<file path="src/rtl/cache_rd_arbiter.sv">
// Read-port arbiter between icache refill, dcache refill and uncached loads.
// One outstanding bridge read at a time; returned data is steered to the owner.
module cache_rd_arbiter #(
  parameter int unsigned STARVE_LIMIT = 4,
  parameter int unsigned LINE_OFF_W   = 4
) (
  input  logic         clk,
  input  logic         resetn,
  input  logic         inst_rd_req,
  input  logic [2:0]   inst_rd_type,
  input  logic [31:0]  inst_rd_addr,
  output logic         inst_rd_rdy,
  output logic         inst_ret_valid,
  output logic [127:0] inst_ret_data,
  input  logic         data_rd_req,
  input  logic [2:0]   data_rd_type,
  input  logic [31:0]  data_rd_addr,
  input  logic [2:0]   data_rd_size,
  output logic         data_rd_rdy,
  output logic         data_ret_valid,
  output logic [127:0] data_ret_data,
  input  logic         unc_rd_req,
  input  logic [31:0]  unc_rd_addr,
  input  logic [2:0]   unc_rd_size,
  output logic         unc_rd_rdy,
  output logic         unc_ret_valid,
  output logic [31:0]  unc_ret_data,
  input  logic         wb_pending,
  input  logic [31:0]  wb_addr,
  output logic         mem_rd_req,
  output logic [2:0]   mem_rd_type,
  output logic [31:0]  mem_rd_addr,
  output logic [2:0]   mem_rd_size,
  input  logic         mem_rd_rdy,
  input  logic         mem_ret_valid,
  input  logic [127:0] mem_ret_data
);

  localparam int unsigned CNT_W = (STARVE_LIMIT < 1) ? 1 : $clog2(STARVE_LIMIT + 1);
  localparam logic [31:0] TAG_MASK = ~((32'd1 << LINE_OFF_W) - 32'd1);

  typedef enum logic [1:0] {S_IDLE, S_REQ, S_WAIT} state_t;
  typedef enum logic [1:0] {OWN_NONE, OWN_INST, OWN_DATA, OWN_UNC} owner_t;

  state_t           state, state_nxt;
  owner_t           owner, owner_nxt;
  logic [CNT_W-1:0] starve, starve_nxt;
  logic [2:0]       lat_type, lat_type_nxt;
  logic [31:0]      lat_addr, lat_addr_nxt;
  logic [2:0]       lat_size, lat_size_nxt;

  logic data_haz, unc_haz;
  logic elig_inst, elig_data, elig_unc;
  logic inst_first, gnt_inst;

  // Data-side reads to a line still being written back must wait.
  assign data_haz = wb_pending && (((data_rd_addr ^ wb_addr) & TAG_MASK) == 32'd0);
  assign unc_haz  = wb_pending && (((unc_rd_addr ^ wb_addr) & TAG_MASK) == 32'd0);

  assign elig_inst  = inst_rd_req;
  assign elig_data  = data_rd_req && !data_haz;
  assign elig_unc   = unc_rd_req && !unc_haz;
  assign inst_first = (starve == CNT_W'(STARVE_LIMIT));
  assign gnt_inst   = elig_inst && (inst_first || (!elig_data && !elig_unc));

  always_ff @(posedge clk) begin
    if (!resetn) begin
      state    <= S_IDLE;
      owner    <= OWN_NONE;
      starve   <= '0;
      lat_type <= '0;
      lat_addr <= '0;
      lat_size <= '0;
    end else begin
      state    <= state_nxt;
      owner    <= owner_nxt;
      starve   <= starve_nxt;
      lat_type <= lat_type_nxt;
      lat_addr <= lat_addr_nxt;
      lat_size <= lat_size_nxt;
    end
  end

  always_comb begin
    state_nxt      = state;
    owner_nxt      = owner;
    starve_nxt     = starve;
    lat_type_nxt   = lat_type;
    lat_addr_nxt   = lat_addr;
    lat_size_nxt   = lat_size;
    inst_rd_rdy    = 1'b0;
    data_rd_rdy    = 1'b0;
    unc_rd_rdy     = 1'b0;
    inst_ret_valid = 1'b0;
    data_ret_valid = 1'b0;
    unc_ret_valid  = 1'b0;
    mem_rd_req     = 1'b0;

    unique case (state)
      S_IDLE: begin
        if (resetn) begin
          if (gnt_inst) begin
            inst_rd_rdy  = 1'b1;
            owner_nxt    = OWN_INST;
            lat_type_nxt = inst_rd_type;
            lat_addr_nxt = inst_rd_addr;
            lat_size_nxt = 3'd2;
            starve_nxt   = '0;
            state_nxt    = S_REQ;
          end else if (elig_data || elig_unc) begin
            if (elig_data) begin
              data_rd_rdy  = 1'b1;
              owner_nxt    = OWN_DATA;
              lat_type_nxt = data_rd_type;
              lat_addr_nxt = data_rd_addr;
              lat_size_nxt = data_rd_size;
            end else begin
              unc_rd_rdy   = 1'b1;
              owner_nxt    = OWN_UNC;
              lat_type_nxt = 3'b010;
              lat_addr_nxt = unc_rd_addr;
              lat_size_nxt = unc_rd_size;
            end
            // Count a lost round for a waiting inst request; saturates at the limit.
            if (inst_rd_req && !inst_first) starve_nxt = starve + CNT_W'(1);
            state_nxt = S_REQ;
          end
        end
      end
      S_REQ: begin
        mem_rd_req = resetn;
        if (mem_rd_rdy) state_nxt = S_WAIT;
      end
      S_WAIT: begin
        inst_ret_valid = resetn && mem_ret_valid && (owner == OWN_INST);
        data_ret_valid = resetn && mem_ret_valid && (owner == OWN_DATA);
        unc_ret_valid  = resetn && mem_ret_valid && (owner == OWN_UNC);
        if (mem_ret_valid) begin
          state_nxt = S_IDLE;
          owner_nxt = OWN_NONE;
        end
      end
      default: begin
        state_nxt = S_IDLE;
        owner_nxt = OWN_NONE;
      end
    endcase
  end

  assign mem_rd_type   = lat_type;
  assign mem_rd_addr   = lat_addr;
  assign mem_rd_size   = lat_size;
  assign inst_ret_data = mem_ret_data;
  assign data_ret_data = mem_ret_data;
  assign unc_ret_data  = mem_ret_data[31:0];

endmodule

</file>
<file path="config.mk">
export PLATFORM = sky130hd
export DESIGN_NAME = cache_rd_arbiter
export DESIGN_NICKNAME = d
export VERILOG_FILES = /design/src/rtl/cache_rd_arbiter.sv
export SDC_FILE = /design/constraint.sdc
export NUM_CORES = 1
export LEC_CHECK = 0
export CORE_AREA = 2 2 236 238
export CTS_BUF_LIST = sky130_fd_sc_hd__clkbuf_16
export CTS_CLUSTER_DIAMETER = 200
export DETAILED_ROUTE_END_ITERATION = 16
export DIE_AREA = 0 0 238 240
export GPL_TIMING_DRIVEN = 0
export SLEW_MARGIN = 20
export SYNTH_ARGS = -nofsm -noshare
export SYNTH_HDL_FRONTEND = slang
export SYNTH_SLANG_ARGS = --single-unit
</file>
<file path="constraint.sdc">
create_clock -name clk -period 2.88 [get_ports clk]
set_clock_uncertainty 0.05 [all_clocks]
set_input_delay 0.576 -clock clk [delete_from_list [all_inputs] [get_ports clk]]
set_output_delay 0.576 -clock clk [all_outputs]
set_load 0.01 [all_outputs]
</file>
# ---- Word level (Yosys, flattened, before mapping)
# Cells that the tools add are included.
dict set report op_classes {
  addsub 1
  bitwise 3
  eq_ne 9
  reduce_logical 27
  n_mux 38
}
# op n
set ops {}
lappend ops {{2-to-1 mux 32 bit} 3}
lappend ops {{logical NOT 32 bit} 2}
lappend ops {{XOR 32 bit} 2}
lappend ops {{2-to-1 mux 3 bit} 9}
lappend ops {{2-to-1 mux 1 bit} 18}
lappend ops {{2-to-1 mux 2 bit} 6}
lappend ops {{one-hot mux 2 bit (3 select lines)} 2}
lappend ops {{logical AND 1 bit} 11}
lappend ops {{AND reduction 3 bit} 3}
lappend ops {{== test 2 bit, second input constant} 3}
lappend ops {{logical NOT 1 bit} 5}
lappend ops {{== test 2 x 1 -> 1 bit, second input constant} 2}
lappend ops {{!= test 2 bit, second input constant} 2}
lappend ops {{nonzero test 2 bit} 2}
lappend ops {{adder 3 x 1 -> 3 bit, second input constant} 1}
lappend ops {{== test 3 bit, second input constant} 1}
lappend ops {{!= test 3 bit, second input constant} 1}
lappend ops {{logical NOT 2 bit} 1}
lappend ops {{logical OR 1 bit} 2}
lappend ops {{AND reduction 2 bit} 1}
lappend ops {{NOT 1 bit} 1}
dict set report word_totals {
  ff_bits 45
  wordCells 84
  in_bits 276
  out_inout_bits 333
}

# ---- Logic depth before layout (Yosys ltp)
# Gate-level depths: netlist of run 1.
dict set report depth {
  depth_word 12
  mapped_depth 9
  depth_no_buf 7
}

# ---- Worst setup path after synthesis of run 1
# Ideal clock, no wire load.
dict set report synth_timing {
  path_kind {input -> output}
  startpoint {input port wb_addr[19]}
  endpoint {output port unc_rd_rdy}
  setup_slack_ns -0.250
  required_time_ns 2.254
  path_buffers 1
  arrival_ns 2.504
  path_stages 6
  path_cell_list {xnor2_1 nand4_1 or4_1 o41ai_4 buf_2 nor4bb_1}
}
dict set report synth_between {
  elab_chain_len 12
  word_cells_on_any_way 21
  classes_between {mux (5); bitwise (2); reduce/logical (14)}
}
# item line
set synth_lines {}
lappend synth_lines {{start: declaration} 29} ;# input logic [31:0] wb_addr,
lappend synth_lines {{XOR 32 bit, on equally long branches} {57, 58}}
lappend synth_lines {{logical NOT 32 bit, on equally long branches} {57, 58}}
lappend synth_lines {{logical AND 1 bit, on equally long branches} {57, 58}}
lappend synth_lines {{logical NOT 1 bit, on equally long branches} {61, 62}}
lappend synth_lines {{logical AND 1 bit, on equally long branches} {61, 62}}
lappend synth_lines {{logical NOT 1 bit} 64} ;# assign gnt_inst = elig_inst && (inst_first || (!elig_data && !elig_unc));
lappend synth_lines {{logical AND 1 bit} 64}
lappend synth_lines {{logical OR 1 bit} 64}
lappend synth_lines {{logical AND 1 bit} 64}
lappend synth_lines {{2-to-1 mux 1 bit *} 102} ;# if (gnt_inst) begin
lappend synth_lines {{2-to-1 mux 1 bit *} 101} ;# if (resetn) begin
lappend synth_lines {{2-to-1 mux 1 bit *} 99} ;# unique case (state)
lappend synth_lines {{end: declaration} 25} ;# output logic unc_rd_rdy,
# Every way passes the cells marked *; elsewhere a longest branch is shown, timed or not.

# ---- Final worst setup path of run 1
dict set report layout_timing {
  startpoint {input port wb_addr[15]}
  endpoint {output port unc_rd_rdy}
}
# The elaborated chain is that of the path after synthesis.

==> flow_summary_export.csv, run 1 <==
group,metric,value,unit
critical_path,r2r-start,"starve[0]",
logic_synthesis,synth-seq-cells,45,
clock_tree,clk_path_buf_depth,2,
placement,place.gp.congestion,0.8016,
global_route,overflow,0,
logic_synthesis,yosysWarnings,0,
timing,slew_violations,0,
power_and_ir_drop,ir_drop,0.0002283,V
layout,utilization,0.2149,
logic_synthesis,async_reset_ff_frac,0,
route,remaining_drc_errors,0,
power_and_ir_drop,seqPwrFrac,0.215,
clock_tree,clkTransAtPathRegs,0.10,ns
floorplanning,die_h,240,um
clock_tree,root_buffer,"clkbuf_16",
critical_path,worstPathCellList,"clkdlybuf4s15_2, xnor2_1, nand4_1, or4_4, o41ai_4, buf_6, o211ai_1, clkbuf_8, nor4bb_4, buf_4",
logic_synthesis,synth_top_area_share,0.4107,
clock_tree,cts_sinks,45,
clock_tree,numCtsBuffers,5,
layout,register_area,900.9,sq um
timing,finalHoldViolCount,0,
logic_synthesis,synth_cells,638,
layout,fin_nets,1420,
power_and_ir_drop,clock_power_share,0.237,
critical_path,crit_cells,10,
floorplanning,rows,86,
hold_path,hp-start,"mem_rd_size[0]",
power_and_ir_drop,netSwitchingPower,1.178,mW
critical_path,arrival,2.78,ns
global_route,antenna_found_initial,5,
route,wl_per_cell,18.01,um
power_and_ir_drop,p_int,2.262,mW
timing,finalHoldWorstSlack,0.4245,ns
timing,period_share,1.183,
route,antenna_left,0,
timing,rsz0062_at_grt,"true",
logic_synthesis,ys.flop_type,"dfxtp_1",
logic_synthesis,synth_area_leaders,"buf_4 41%, dfxtp_1 17%, xnor2_1 8.7%",
floorplanning,io_pins,609,
timing,max_slew_margin,0.3607,
logic_synthesis,synth_area,5264,sq um
run,drv_cap,0,
clock_tree,cts_hold_buf,0,
power_and_ir_drop,p_leak,5.094,nW
floorplanning,start_util,0.09630,
timing,fin_setup_tns,-9.293,ns
logic_synthesis,postSynthAreaPerCell,8.250,sq um
hold_path,whs_path_depth,2,
logic_synthesis,synth_cell_type_count,36,
layout,drive_gt1_frac,0.3806,
critical_path,worstPathBufferInverterCount,4,
logic_synthesis,synth_edf_count,0,
global_route,grt_max_degree,17,
critical_path,r2r_cells,10,
critical_path,worstSetupStartpointType,"input port",
hold_path,hold_class,"flip-flop to flip-flop",
route,drt-total-wl,33300,um
critical_path,required,2.25,ns
timing,setup_viol,44,
run_status,status,"finished, violations left",
global_route,grt_pass1_wl,42970,um
power_and_ir_drop,p_per_area,292.9,nW/um^2
clock_tree,h-tree-depth,2,
critical_path,endpoint_kind,"primary output",
placement,io_buffers,475,
route,via_per_inst,3.280,
critical_path,worst-setup-path-type,"input port to primary output",
route,firstDrtPassIters,4,
route,num_vias,6064,
layout,synthToLayoutAreaGrowth,123.2,%
floorplanning,die_w,238,um
floorplanning,die-area,57120,sq um
timing,timing.fmax,293.5,MHz
global_route,grt_util_all_layers,0.1082,
floorplanning,fp.coreArea,54660,sq um
critical_path,cp_top_family,"buffers and inverters",
placement,post-place-ws,-2.106,ns
critical_path,crit_start,"wb_addr[15]",
critical_path,crit_fanout,4,
power_and_ir_drop,pwr-share-comb,0.547,
placement,hpwl,27940,um
logic_synthesis,ys_seq_area_frac,0.1711,
timing,setup_slack,-0.5268,ns
clock_tree,clk_latency,0.32,ns
power_and_ir_drop,power.total,3.440,mW
global_route,grt_pass1_vias,5946,
logic_synthesis,syn_nets,916,
layout,multi_input_area,2457,sq um
clock_tree,cts_tree,"yes",
timing,fin_crit,3.407,ns
critical_path,slowest_stage,"or4_4",
route,detail_route.iter0.violations,137,
critical_path,slowest_delay,0.51,ns
layout,fillers,6009,
run_status,violations,"negative setup slack",
logic_synthesis,yosysTopAreaCell,"buf_4",
timing,tightest_slew,0.9589,ns
power_and_ir_drop,swShare,0.3424,
repair_timing:
| action | in CTS | in global routing |
|---|---|---|
| setup buffers | 17 | 2 |
| setup endpoints to repair | 49 | 45 |
| pin swaps | 33 | 21 |
| gates resized for setup | 246 | 19 |
| gates cloned | 3 | 0 |
cells in the mapped netlist (3+ instances only):
| library cell | instances |
|---|---|
| nand4_1 | 14 |
| nand3_1 | 5 |
| a21boi_1 | 3 |
| dfxtp_1 | 45 |
| buf_2 | 8 |
| mux2_2 | 34 |
| o22ai_1 | 33 |
| clkbuf_1 | 17 |
| xnor2_1 | 52 |
| buf_4 | 288 |
| a21oi_1 | 4 |
| a211o_1 | 3 |
| o21ai_0 | 5 |
| xor2_1 | 4 |
| nand2_1 | 48 |
| nor4_1 | 4 |
| a21boi_0 | 4 |
| inv_1 | 6 |
| mux2i_1 | 34 |
| nor2_1 | 6 |
logic make-up after synthesis:
family                   synth area share
buffers and inverters              0.4348
AND/OR/NAND/NOR                   0.07820
multiplexers                       0.1374
AO/OA/AOI/OAI                     0.08058
XOR/XNOR                          0.09318
flip-flops                         0.1711
adder cells (fa/ha/maj)          0.004753
final cells by class:
cell class / instances / area share
antenna: 2 / 0.0004261
buffer: 313 / 0.2020
clock buffer: 5 / 0.01065
clock inverter: 3 / 0.004154
inverter: 6 / 0.001917
multi-input combinational: 274 / 0.2092
sequential: 45 / 0.07669
tap: 704 / 0.07499
timing repair buffer: 497 / 0.4200
sequential cells by signal, indices dropped and copies added (netlist names):
| signal | cells |
|---|---|
| mem_rd_addr | 32 |
| starve | 3 |
| mem_rd_size | 3 |
| owner | 2 |
| mem_rd_type | 3 |
| state | 2 |
cells in the final DEF, fill, tap and decap left out, types with 3 or more instances in the layout:
| master | n |
|---|---|
| inv_1 | 6 |
| clkdlybuf4s50_1 | 419 |
| xnor2_4 | 5 |
| mux2_4 | 15 |
| buf_6 | 8 |
| nand2_1 | 47 |
| buf_2 | 20 |
| a21boi_0 | 4 |
| clkbuf_1 | 8 |
| o21ai_0 | 5 |
| nor2_1 | 5 |
| mux2_2 | 19 |
| a21oi_1 | 3 |
| o22ai_1 | 33 |
| buf_4 | 303 |
| clkdlybuf4s15_1 | 3 |
| clkbuf_4 | 4 |
| dfxtp_1 | 45 |
| xor2_1 | 4 |
| nand4_1 | 14 |
| clkbuf_16 | 5 |
| clkbuf_2 | 5 |
| nand3_1 | 5 |
| mux2i_1 | 30 |
| buf_8 | 3 |
| dlygate4sd2_1 | 21 |
| buf_12 | 7 |
| a21boi_1 | 3 |
| xnor2_2 | 18 |
| a211o_1 | 3 |
| xnor2_1 | 29 |
metrics by stage:
step	instances	area, sq um
5_1_grt	1848	11740
4_1_cts	1845	11710
3_3_place_gp	1817	10940
6_report	1849	11750
2_1_floorplan	638	5306
3_5_place_dp	1817	10940
power by group through the flow:
stage | Sequential [mW] | Clock, mW | Combinational (mW)
finish | 0.741 | 0.816 | 1.88
global route | 0.751 | 0.877 | 2.00
CTS | 0.741 | 0.860 | 1.91
detailed placement | 0.753 | 0 | 1.78
global placement | 0.750 | 0 | 1.76
floorplan | 0.780 | 0 | 0.744
final timing paths:
kind / to / slack (ns)
setup / recovery: unc_rd_rdy / -0.53
hold / removal: mem_rd_size[0] / 0.42
setup reg to reg: mem_rd_addr[5] / 0.31
hold reg to reg: mem_rd_size[0] / 0.42
worst register-to-register path, delay by kind of cell, from the launching register on:
family                   cells  cell delay, ns
flip-flops                   1            0.37
multiplexers                 1            0.36
AND/OR/NAND/NOR              1            0.15
buffers and inverters        4            0.80
adder cells (fa/ha/maj)      1            0.20
AO/OA/AOI/OAI                3            0.52
metal layers:
metal | up-vias | track usage | part of all wire
li1 | 2838 | - | -
met1 | 2813 | 0.1193 | 0.38
met2 | 385 | 0.2024 | 0.51
met3 | 28 | 0.03169 | 0.090
met4 | 0 | 0.02633 | 0.018
met5 | - | 0 | 0
Power figures use the tool's default switching activity.
==> inputs of run 2 (changes only) <==
--- a/config.mk
+++ b/config.mk
@@ -10,7 +10,6 @@
 export CTS_CLUSTER_DIAMETER = 200
 export DETAILED_ROUTE_END_ITERATION = 16
 export DIE_AREA = 0 0 238 240
-export GPL_TIMING_DRIVEN = 0
 export SLEW_MARGIN = 20
 export SYNTH_ARGS = -nofsm -noshare
 export SYNTH_HDL_FRONTEND = slang
==> run 2 against run 1 <==
  * The run still ends with negative setup slack left
  * Critical path depth did not move
  * Combinational power decreased by 35%
  * Clock power is 3.6% higher
  * Critical endpoint unchanged
==> flow_summary_export.csv, run 2 (synthesized netlist as in run 1, its figures left out) <==
group,metric,value,unit
run,drv_cap,0,
placement,place.gp.congestion,0.7845,
floorplanning,die_w,238,um
floorplanning,rows,86,
floorplanning,start_util,0.09630,
global_route,antenna_found_initial,16,
layout,largest_register_ffs,32,
layout,finalInstanceArea,7234,sq um
timing,finalHoldWorstSlack,0.4224,ns
layout,drive_gt1_frac,0.3245,
clock_tree,cts_tree,"yes",
clock_tree,root_buffer,"clkbuf_16",
layout,diodes,0,
layout,fin_nets,881,
floorplanning,fp.coreArea,54660,sq um
timing,timing.fmax,299.7,MHz
critical_path,worst_r2r_endpoint,"mem_rd_addr[14]",
layout,multi_input_area,2449,sq um
route,drt-total-wl,29800,um
timing,setup_viol,43,
global_route,grt_util_all_layers,0.09754,
critical_path,crit_fanout,4,
clock_tree,numCtsBuffers,5,
run_status,violations,"negative setup slack",
critical_path,endpoint,"unc_rd_rdy",
critical_path,r2r_cells,11,
placement,place_area,6302,sq um
route,detail_route.iter0.violations,194,
critical_path,required,2.25,ns
route,remaining_drc_errors,0,
clock_tree,cts_sinks,45,
global_route,grt_pass1_vias,4415,
layout,fillers,6241,
timing,rsz0062_at_grt,"true",
clock_tree,clk_path_buf_depth,2,
timing,finalHoldViolCount,0,
timing,slew_violations,0,
critical_path,arrival,2.71,ns
floorplanning,die-area,57120,sq um
critical_path,r2r-start,"starve[0]",
global_route,grt_pass1_wl,37130,um
floorplanning,die_h,240,um
power_and_ir_drop,p_per_area,390.9,nW/um^2
timing,fin_setup_tns,-5.499,ns
layout,synthToLayoutAreaGrowth,37.44,%
timing,period_share,1.159,
power_and_ir_drop,p_leak,2.867,nW
timing,setup_slack,-0.4566,ns
run_status,status,"finished, violations left",
clock_tree,clk_latency,0.32,ns
power_and_ir_drop,power.total,2.828,mW
floorplanning,io_pins,609,
timing,max_slew_margin,0.5588,
critical_path,endpoint_kind,"primary output",
global_route,grt_max_degree,47,
timing,tightest_slew,0.6619,ns
critical_path,worst-setup-path-type,"input port to primary output",
critical_path,ff2ff_setup_slack,0.51,ns
timing,fin_crit,3.337,ns
layout,stdcell_count,1308,
power_and_ir_drop,ir_drop,0.0002158,V
layout,utilization,0.1323,
placement,io_buffers,188,
layout,register_area,900.9,sq um
critical_path,crit_start,"data_rd_addr[18]",
layout,layout_common_cells,"124 x clkdlybuf4s50_1, 54 x buf_4, 47 x nand2_1",
route,num_vias,4213,
placement,place_inst,1274,
route,wl_per_cell,22.78,um
clock_tree,clkTransAtPathRegs,0.08,ns
layout,final_common_cell,"clkdlybuf4s50_1",
route,via_per_inst,3.221,
global_route,overflow,0,
route,antenna_left,0,
hold_path,hold_class,"flip-flop to flip-flop",
route,firstDrtPassIters,4,
critical_path,worstSetupStartpointType,"input port",
placement,hpwl,22190,um
placement,post-place-ws,-1.305,ns
clock_tree,h-tree-depth,2,
-- run 2: cell types whose count changed in the layout (fill, tap and decap cells not counted), sizes merged --
| cell | before | now |
|---|---|---|
| diode | 2 | 0 |
| dlymetal6s2s | 2 | 8 |
| buf | 343 | 108 |
| bufbuf | 1 | 2 |
| bufinv | 1 | 2 |
| clkinvlp | 1 | 0 |
| dlygate4sd2 | 21 | 22 |
| clkdlybuf4s50 | 419 | 124 |
| clkdlybuf4s15 | 5 | 4 |
| clkbuf | 24 | 8 |
-- run 2: worst min-delay path by stage --
stage                         start               to  cells past startpoint
detailed placement  mem_rd_addr[10]  mem_rd_addr[10]                      2
finish              mem_rd_addr[31]  mem_rd_addr[31]                      2
global placement     mem_rd_size[2]   mem_rd_size[2]                      2
CTS                 mem_rd_addr[10]  mem_rd_addr[10]                      2
global route        mem_rd_addr[31]  mem_rd_addr[31]                      2
floorplan                 starve[1]        starve[1]                      2
-- run 2: per-layer routing --
layer	vias up	track usage	wire [um]
met5	-	0	73
met4	12	0.06231	1830
met3	147	0.04271	3482
met2	393	0.1648	14110
met1	1897	0.09873	10300
li1	1764	-	-
-- run 2: where the power goes --
part / internal, mW / switching [mW]
sequential: 0.699 / 0.0513
clock: 0.503 / 0.342
combinational: 0.697 / 0.536
-- run 2: cell type report --
cell class              instances  share of cell area
repair buffers                271              0.3853
clock buffers                   5             0.01730
well taps                     704              0.1218
clock inverters                 3            0.009512
multi-input cells             274              0.3385
flip-flops and latches         45              0.1245
inverters                       6            0.003113
-- run 2: what timing repair did --
item | CTS | global route
hold buffers | 0 | 0
buffers inserted | 12 | 5
pin swaps | 35 | 15
endpoints found under the setup margin | 48 | 44
gates cloned | 9 | 4
resized for setup | 209 | 43
-- run 2: critical path, cell delays in order --
cell and delay [ns]:
buf_4 0.14, xnor2_4 0.17, nand4_1 0.10, or4_4 0.53, o41ai_4 0.41, buf_4 0.22, buf_6 0.09, o211ai_1 0.13
nor4bb_4 0.19, buf_2 0.14
==> inputs of run 3 (changes only) <==
--- a/config.mk
+++ b/config.mk
@@ -8,6 +8,7 @@
 export CORE_AREA = 2 2 236 238
 export CTS_BUF_LIST = sky130_fd_sc_hd__clkbuf_16
 export CTS_CLUSTER_DIAMETER = 200
+export CTS_CLUSTER_SIZE = 16
 export DETAILED_ROUTE_END_ITERATION = 16
 export DIE_AREA = 0 0 238 240
 export SLEW_MARGIN = 20
==> results of run 3 <==
The final DEF is identical to that of run 2; final timing and power are the same.
